File: config.mk
export PLATFORM = sky130hd
export DESIGN_NAME = dt_event_timer
export DESIGN_NICKNAME = d
export VERILOG_FILES = /design/src/rtl/dt_event_timer.sv
export SDC_FILE = /design/constraint.sdc
export NUM_CORES = 1
export LEC_CHECK = 0
export ABC_AREA = 1
export BUFFER_PORTS_ARGS = -buffer_cell sky130_fd_sc_hd__buf_4
export CORE_UTILIZATION = 30
export CTS_CLUSTER_DIAMETER = 100
export CTS_CLUSTER_SIZE = 8
export DETAILED_ROUTE_END_ITERATION = 16
export PLACE_DENSITY = 0.53
export SYNTH_ARGS = -nofsm -noshare
export SYNTH_HDL_FRONTEND = slang
export SYNTH_SLANG_ARGS = --single-unit
File: constraint.sdc
create_clock -name emu_clk -period 2.42 [get_ports emu_clk]
set_clock_uncertainty 0.15 [all_clocks]
set_input_delay 0.242 -clock emu_clk [delete_from_list [all_inputs] [get_ports emu_clk]]
set_output_delay 0.242 -clock emu_clk [all_outputs]
set_load 0.03 [all_outputs]
File: src/rtl/dt_event_timer.sv
// Event timer: counts emulated time down to a programmed event and caps its dt_req lane.
// Optional saturating event counter compiled in with DT_EVENT_TIMER_STATS_EN.
module dt_event_timer #(
  parameter int                      width      = 32,
  parameter logic signed [width-1:0] DT_MAX     = {1'b0, {(width-1){1'b1}}},
  parameter int                      STAT_WIDTH = 16
) (
  input  logic                    emu_clk,
  input  logic                    emu_rst,
  input  logic signed [width-1:0] emu_dt,
  input  logic                    load_valid,
  output logic                    load_ready,
  input  logic signed [width-1:0] load_period,
  input  logic                    load_periodic,
  input  logic                    cancel,
  output logic signed [width-1:0] dt_req,
  output logic                    event_pulse,
  output logic                    active,
  output logic                    err,
  output logic [STAT_WIDTH-1:0]   event_count
);

  typedef enum logic {StIdle, StCount} state_e;

  localparam logic signed [width-1:0] Zero = '0;

  state_e                  state_q, state_d;
  logic signed [width-1:0] rem_q, rem_d;
  logic signed [width-1:0] period_q, period_d;
  logic                    periodic_q, periodic_d;
  logic                    pulse_q, pulse_d;
  logic                    err_q, err_d;
  logic                    load_acc;

  assign load_ready  = !emu_rst;
  assign load_acc    = load_valid && load_ready;
  assign active      = (state_q == StCount);
  assign event_pulse = pulse_q;
  assign err         = err_q;

  always_comb begin
    dt_req = DT_MAX;
    if (state_q == StCount && rem_q < DT_MAX) dt_req = rem_q;
  end

  always_comb begin
    state_d    = state_q;
    rem_d      = rem_q;
    period_d   = period_q;
    periodic_d = periodic_q;
    pulse_d    = 1'b0;
    err_d      = err_q;
    if (cancel) begin
      state_d = StIdle;
    end else if (load_acc) begin
      // The emu_dt granted in the load cycle is deliberately not subtracted.
      if (load_period > Zero) begin
        rem_d      = load_period;
        period_d   = load_period;
        periodic_d = load_periodic;
        state_d    = StCount;
      end else begin
        err_d   = 1'b1;
        state_d = StIdle;
      end
    end else if (state_q == StCount) begin
      if (emu_dt < Zero) begin
        err_d = 1'b1;
      end else if (emu_dt != Zero) begin
        if (emu_dt < rem_q) begin
          rem_d = rem_q - emu_dt;
        end else begin
          // Overshoot is flagged but still fires, so rem never goes negative.
          if (emu_dt > rem_q) err_d = 1'b1;
          pulse_d = 1'b1;
          if (periodic_q) begin
            rem_d = period_q;
          end else begin
            rem_d   = Zero;
            state_d = StIdle;
          end
        end
      end
    end
  end

  always_ff @(posedge emu_clk) begin
    if (emu_rst) begin
      state_q    <= StIdle;
      rem_q      <= '0;
      period_q   <= '0;
      periodic_q <= 1'b0;
      pulse_q    <= 1'b0;
      err_q      <= 1'b0;
    end else begin
      state_q    <= state_d;
      rem_q      <= rem_d;
      period_q   <= period_d;
      periodic_q <= periodic_d;
      pulse_q    <= pulse_d;
      err_q      <= err_d;
    end
  end

`ifdef DT_EVENT_TIMER_STATS_EN
  logic [STAT_WIDTH-1:0] count_q, count_d;

  // Counts at the same edge that raises event_pulse, so the two stay aligned.
  always_comb begin
    count_d = count_q;
    if (pulse_d && (count_q != {STAT_WIDTH{1'b1}})) count_d = count_q + 1'b1;
  end

  always_ff @(posedge emu_clk) begin
    if (emu_rst) count_q <= '0;
    else         count_q <= count_d;
  end

  assign event_count = count_q;
`else
  assign event_count = '0;
`endif

endmodule

==> run_results.csv, run 1 <==
group,metric,value,unit
worst_hold_path,hold-path-endpoint,"period_q[21]",
global_routing,grt_pass1_vias,7568,
worst_setup_path,critPathLaunchType,"flip-flop",
floorplanning,die_h,160,um
worst_hold_path,min_from,"load_period[21]",
global_routing,met1_usage,28.4,%
power_and_ir_drop,clkPwrFrac,32.6,%
worst_setup_path,crit_type,"reg2out",
worst_setup_path,worstReg2RegEnd,"rem_q[25]",
logic_synthesis,synth_warnings,0,
route,num_vias,7985,
route,vias_per_cell,4.53,
worst_setup_path,critPathMaxFanout,22,
flow_run,cap_violations,0,
clock_tree,root_buffer,"clkbuf_16",
timing,fmax,416,MHz
logic_synthesis,synth.avg_cell_area,5.97,sq um
global_routing,track_usage,20.6,%
power_and_ir_drop,seqPwrFrac,29.6,%
timing,rsz0062_at_grt,"yes",
route,wl_per_cell,15.2,um
timing,relSlewSlack,59.6,%
power_and_ir_drop,power.switching,1.41,mW
clock_tree,clock_sinks,68,
worst_setup_path,cp.arrival,2.01,ns
final_layout,syn2layout_area_growth,34.9,%
placed_design,place_ws,-0.0165,ns
floorplanning,fp.dieW,160,um
final_layout,stdcell_area,0.0101,sq mm
timing,maxSlewViolCount,0,
logic_synthesis,synth-async-reset-ratio,0,%
worst_setup_path,r2r_start,"rem_q[6]",
timing,fin_tns_setup,0,ns
floorplanning,num_io_pins,121,
timing,fin_crit_sh,99.2,%
worst_setup_path,worst_r2r_path_depth,17,
global_routing,met3_usage,1.61,%
logic_synthesis,yosys-top-cells-count,"402 x nand2_1, 220 x inv_1, 113 x nor2_1",
outcome,status,"completed",
global_routing,grt_antenna_before_repair,0,
timing,layout_min_cycle_time,2.40,ns
logic_synthesis,synth.most_common_cell,"nand2_1",
logic_synthesis,synth-seq-cells,68,
logic_synthesis,synthTopCellsByArea,"nand2_1 20%, dfxtp_1 18%, inv_1 11%",
global_routing,grt_pass1_wl,41600,um
final_layout,drive_gt1_share,33.1,%
global_routing,gr-total-overflow,0,
timing,worstMarginPinSlew,0.606,ns
route,ant_nets,0,
clock_tree,cts_buffers,9,
floorplanning,core_region_area,0.0245,sq mm
placed_design,portBuffers,104,
clock_tree,clk_latency,0.33,ns
placed_design,place.gp.congestion,0.906,
logic_synthesis,syn-cell-area,0.00751,sq mm
route,first_iter_violations,394,
clock_tree,clockBufferDepth,2,
logic_synthesis,yosysTopAreaCell,"nand2_1",
clock_tree,cts.clk_slew.worst_paths,0.06,ns
route,dr.pass1.iters,5,
final_layout,final_net_count,1536,
logic_synthesis,yosys_most_used_dff,"dfxtp_1",
clock_tree,htreeDepth,3,
placed_design,dpl.hpwl,21300,um
timing,setup_ws,0.0190,ns
worst_hold_path,min_path_cells,3,
power_and_ir_drop,power_density,398,mW/mm^2
worst_setup_path,cp.required,2.03,ns
worst_setup_path,ff2ff_setup_slack,0.04,ns
worst_hold_path,hold_path_class,"in2reg",
final_layout,fillers,2639,
global_routing,grt_max_degree,43,
timing,setup_violations,0,
power_and_ir_drop,power.leakage,5.17,nW
logic_synthesis,yosysSeqAreaShare,18.1,%
logic_synthesis,syn-instance-count,1257,
logic_synthesis,synth.distinct_cells,40,
placed_design,placed_cell_area,0.00909,sq mm
worst_setup_path,end_kind,"primary output",
logic_synthesis,synth_top_area_share,20.1,%
logic_synthesis,synth_edf_count,0,
final_layout,antennaDiodeCount,0,
timing,hold_viol,0,
floorplanning,num_rows,57,
power_and_ir_drop,power.internal,2.62,mW
route,drc,0,
floorplanning,dieArea,0.0257,sq mm
global_routing,gr-usage-met2,34.5,%
power_and_ir_drop,pwr-share-comb,37.7,%
route,routed_wl,26800,um
clock_tree,cts_tree,"done",
power_and_ir_drop,p_sw_share,34.9,%
floorplanning,initial_core_util,30.7,%
power_and_ir_drop,vdd_drop_max,0.308,mV
global_routing,grt.busiest_layer,"met2",
-- final cells by class --
type	instances	area, sq um	share of cell area (%)
Multi-Input combinational cell	913	5300	52.4
Clock inverter	2	35.0	0.346
Sequential cell	68	1390	13.7
Tap cell	324	405	4.00
Inverter	230	866	8.55
Clock buffer	12	256	2.53
Timing Repair Buffer	212	1870	18.5
-- power by group through the flow --
stage	combinational [mW]	clock, mW	sequential (mW)
floorplan	0.907	0	1.20
global placement	1.35	0	1.21
detailed placement	1.36	0	1.21
CTS	1.46	1.34	1.19
finish	1.52	1.31	1.19
global route	1.66	1.37	1.20
-- worst max path at each step --
stage,startpoint,slack (ns),cells past startpoint,endpoint
final,rem_q[1],0.02,9,dt_req[10]
after global routing,rem_q[0],-0.08,17,rem_q[23]
after CTS,rem_q[0],-0.02,18,rem_q[28]
after detailed placement,emu_dt[0],-0.02,18,rem_q[4]
after global placement,emu_dt[0],0.00006,18,rem_q[10]
after floorplan,rem_q[0],0.08,18,rem_q[10]
-- cell families after synthesis --
| family | Yosys count | synth area share [%] |
|---|---|---|
| AND/OR/NAND/NOR | 763 | 49.4 |
| buffers and inverters | 291 | 17.6 |
| AO/OA/AOI/OAI | 86 | 7.48 |
| flip-flops | 68 | 18.1 |
| adder cells (fa/ha/maj) | 33 | 5.60 |
| XOR/XNOR | 15 | 1.75 |
| other | 1 | 0.0500 |
-- critical path, stage by stage, from the launching register on --
cell and delay [ns]:
dfxtp_1 0.34, inv_1 0.08, buf_4 0.16, nor4_4 0.35, nand4_1 0.17, nand2_2 0.13, inv_4 0.05, buf_12 0.15
nand2_1 0.09, buf_6 0.13
-- metal layers --
metal  up-vias  part of all wire (%)
li1       4194                     -
met1      3598                    47
met2       165                    47
met3        28                   3.5
met4         0                   1.9
met5         -                     0
-- flip-flops by register name, summed over array words and instances, names as in the netlist --
name         count
rem_q           32
event_pulse      1
periodic_q       1
active           1
period_q        32
err              1
-- placed cells by master, fill, tap and decap left out, types with 2 or more instances in the layout --
master	n
clkbuf_8	2
buf_12	11
and2_1	7
nand2_4	17
inv_1	217
nor2_4	5
inv_2	12
nand3_1	65
ha_1	17
a21o_1	2
nand2_2	58
xor2_1	2
nand3b_1	4
dfxtp_1	47
xnor2_1	13
nand2_1	371
ha_4	12
a21oi_1	47
conb_1	16
buf_4	172
nor2_2	6
nor4_2	2
a21oi_4	2
nor3_2	4
ha_2	3
dfxtp_2	20
nor2_1	108
nand4_1	25
a21oi_2	33
clkbuf_16	11
buf_6	26
nor3_1	11
nor4_1	7
nand3_2	67
-- timing repair --
item                                    4_1_cts  5_1_grt
hold buffers                                  0        0
endpoints found under the setup margin       58       67
resized for setup                            52       88
setup buffers                                13        5
cloned                                        2        2
pin swaps                                    18       27
-- stage by stage --
step	hold slack, ns	instances	util [%]	power (mW)
finish	0.0547	1761	41.4	4.02
floorplan	0.257	1272	-	2.11
global route	0.0631	1761	41.4	4.22
detailed placement	0.297	1728	37.2	2.57
CTS	0.0472	1757	40.0	3.99
global placement	0.291	1728	37.2	2.57
(Power assumes the default switching activity.)
==> run 2: changes to the inputs <==
--- a/config.mk
+++ b/config.mk
@@ -6,7 +6,7 @@
 export NUM_CORES = 1
 export LEC_CHECK = 0
 export ABC_AREA = 1
-export BUFFER_PORTS_ARGS = -buffer_cell sky130_fd_sc_hd__buf_4
+export BUFFER_PORTS_ARGS = -buffer_cell sky130_fd_sc_hd__buf_2
 export CORE_UTILIZATION = 30
 export CTS_CLUSTER_DIAMETER = 100
 export CTS_CLUSTER_SIZE = 8
==> constraint.sdc (replaced) <==
create_clock -name emu_clk -period 2.1 [get_ports emu_clk]
set_clock_uncertainty 0.15 [all_clocks]
set_input_delay 0.21 -clock emu_clk [delete_from_list [all_inputs] [get_ports emu_clk]]
set_output_delay 0.21 -clock emu_clk [all_outputs]
set_load 0.03 [all_outputs]
==> run_results.csv, run 2 (synthesis gave the netlist of run 1 again) <==
group,metric,value,unit
floorplanning,fp.dieW,160,um
power_and_ir_drop,seqPwrFrac,28.6,%
timing,layout_min_cycle_time,2.48,ns
clock_tree,clk_latency,0.34,ns
outcome,status,"complete, but fails checks",
timing,hold_viol,0,
power_and_ir_drop,pwr-share-comb,41.5,%
placed_design,placed_cell_area,0.00961,sq mm
worst_setup_path,cp.required,1.74,ns
floorplanning,num_io_pins,121,
floorplanning,num_rows,57,
route,wl_per_cell,15.0,um
clock_tree,holdBufCountCts,0,
final_layout,utilization,45.1,%
global_routing,grt_pass1_wl,43500,um
route,vias_per_cell,4.53,
placed_design,place.gp.congestion,0.912,
worst_setup_path,critPathLaunchType,"flip-flop",
final_layout,final_net_count,1641,
floorplanning,initial_core_util,30.7,%
clock_tree,cts_tree,"done",
route,routed_wl,28100,um
worst_setup_path,cpPeakStageDelay,0.37,ns
worst_setup_path,slowest_stage,"nor4_2",
power_and_ir_drop,vdd_drop_max,0.376,mV
power_and_ir_drop,clkPwrFrac,29.8,%
global_routing,gr-total-overflow,0,
power_and_ir_drop,power.switching,1.72,mW
final_layout,final_common_cell,"nand2_1",
timing,setup_ws,-0.379,ns
global_routing,track_usage,21.7,%
placed_design,dpl.hpwl,22300,um
timing,fin_tns_setup,-21.88,ns
timing,rsz0062_at_grt,"yes",
worst_setup_path,worst-path-buf-inv,4,
final_layout,finalNonFillerCells,1867,
timing,relSlewSlack,64.7,%
placed_design,portBuffers,104,
clock_tree,clock_sinks,68,
route,drc,0,
global_routing,grt_max_degree,64,
timing,fmax,403,MHz
final_layout,stdcell_area,0.0110,sq mm
global_routing,grt_antenna_before_repair,0,
final_layout,syn2layout_area_growth,46.9,%
floorplanning,die_h,160,um
power_and_ir_drop,power.leakage,5.71,nW
power_and_ir_drop,power.total,4.79,mW
timing,fin_crit_sh,118,%
route,dr.pass1.iters,5,
worst_setup_path,end_kind,"primary output",
flow_run,cap_violations,0,
clock_tree,cts.clk_slew.worst_paths,0.05,ns
power_and_ir_drop,power_density,434,mW/mm^2
placed_design,dp.cells,1830,
timing,whs,0.0189,ns
power_and_ir_drop,power.internal,3.07,mW
final_layout,antennaDiodeCount,0,
clock_tree,root_buffer,"clkbuf_16",
floorplanning,core_region_area,0.0245,sq mm
placed_design,place_ws,-0.397,ns
timing,maxSlewViolCount,0,
clock_tree,htreeDepth,3,
route,first_iter_violations,504,
power_and_ir_drop,p_sw_share,35.9,%
clock_tree,cts_buffers,9,
global_routing,grt_pass1_vias,8130,
route,num_vias,8463,
worst_setup_path,critPathMaxFanout,6,
worst_setup_path,crit_family,"simple AND/OR/NAND/NOR gates",
worst_setup_path,path_cells,"buf_6 > nand4_1 > nor4_2 > nand4_1 > nand2_2 > inv_4 > buf_16 > nand2_2 > buf_6",
timing,setup_violations,67,
floorplanning,dieArea,0.0257,sq mm
worst_setup_path,crit_type,"reg2out",
final_layout,reg_top3,"period_q (32), rem_q (32)",
final_layout,final_cell_mix,"364 x nand2_1, 217 x inv_1, 185 x buf_4",
worst_setup_path,cp.arrival,2.12,ns
worst_hold_path,hold_path_class,"in2reg",
outcome,violations,"setup timing",
timing,worstMarginPinSlew,0.529,ns
clock_tree,clockBufferDepth,2,
route,ant_nets,0,
final_layout,drive_gt1_share,38.4,%
[run 2: changes by cell type in the layout (fill, tap and decap cells not counted), moves of 7 or more]
cell / before / now
nand3_4: 1 / 9
buf_4: 172 / 185
nand2_1: 371 / 364
nand2_4: 17 / 25
buf_6: 26 / 41
buf_2: 0 / 72
[run 2: routing by layer]
| layer | wire, um | share of wire (%) | vias up | GRT usage (%) |
|---|---|---|---|---|
| met5 | 0 | 0 | - | 0 |
| met4 | 462 | 1.6 | 0 | 6.23 |
| met3 | 713 | 2.5 | 24 | 1.69 |
| met2 | 13300 | 48 | 171 | 37.0 |
| met1 | 13500 | 48 | 3861 | 29.2 |
| li1 | - | - | 4407 | - |
[run 2: cell type report]
cell class	count	area [sq um]
well taps	324	405
clock inverters	2	10.0
fillers	2575	13400
multi-input cells	913	5470
flip-flops and latches	68	1390
repair buffers	317	2630
clock buffers	13	260
inverters	230	866
[run 2: worst reg2reg max path, stage by stage (launching register included)]
cell	delay, ns
dfxtp_2	0.34
buf_4	0.15
ha_4	0.22
nand2_2	0.09
inv_2	0.04
nand2_1	0.07
nand2_2	0.07
a21oi_2	0.20
nand2_4	0.10
nand2_8	0.11
nand2_4	0.08
nand2_4	0.08
nand3_4	0.10
buf_12	0.17
buf_12	0.15
nand2_4	0.05
nand3_2	0.07
a21oi_2	0.15
[run 2: final timing paths]
path | startpoint | end | slack (ns) | cells past startpoint
max reg2reg | rem_q[11] | rem_q[29] | -0.35 | 17
max | rem_q[11] | dt_req[26] | -0.38 | 9
min reg2reg | err | err | 0.31 | 2
min | load_period[4] | period_q[4] | 0.02 | 3
[run 2: timing repair]
item / CTS / global route
setup buffers: 16 / 3
gates cloned: 4 / 2
resized for setup: 160 / 54
endpoints found under the setup margin: 67 / 67
pin swaps: 29 / 27
[run 2: power by group through the flow]
stage | clock network [mW] | registers, mW | logic [mW]
after floorplan | 0 | 1.38 | 1.06
after global placement | 0 | 1.39 | 1.67
after detailed placement | 0 | 1.39 | 1.67
after CTS | 1.44 | 1.37 | 1.89
after global routing | 1.50 | 1.37 | 2.16
final | 1.43 | 1.37 | 1.99
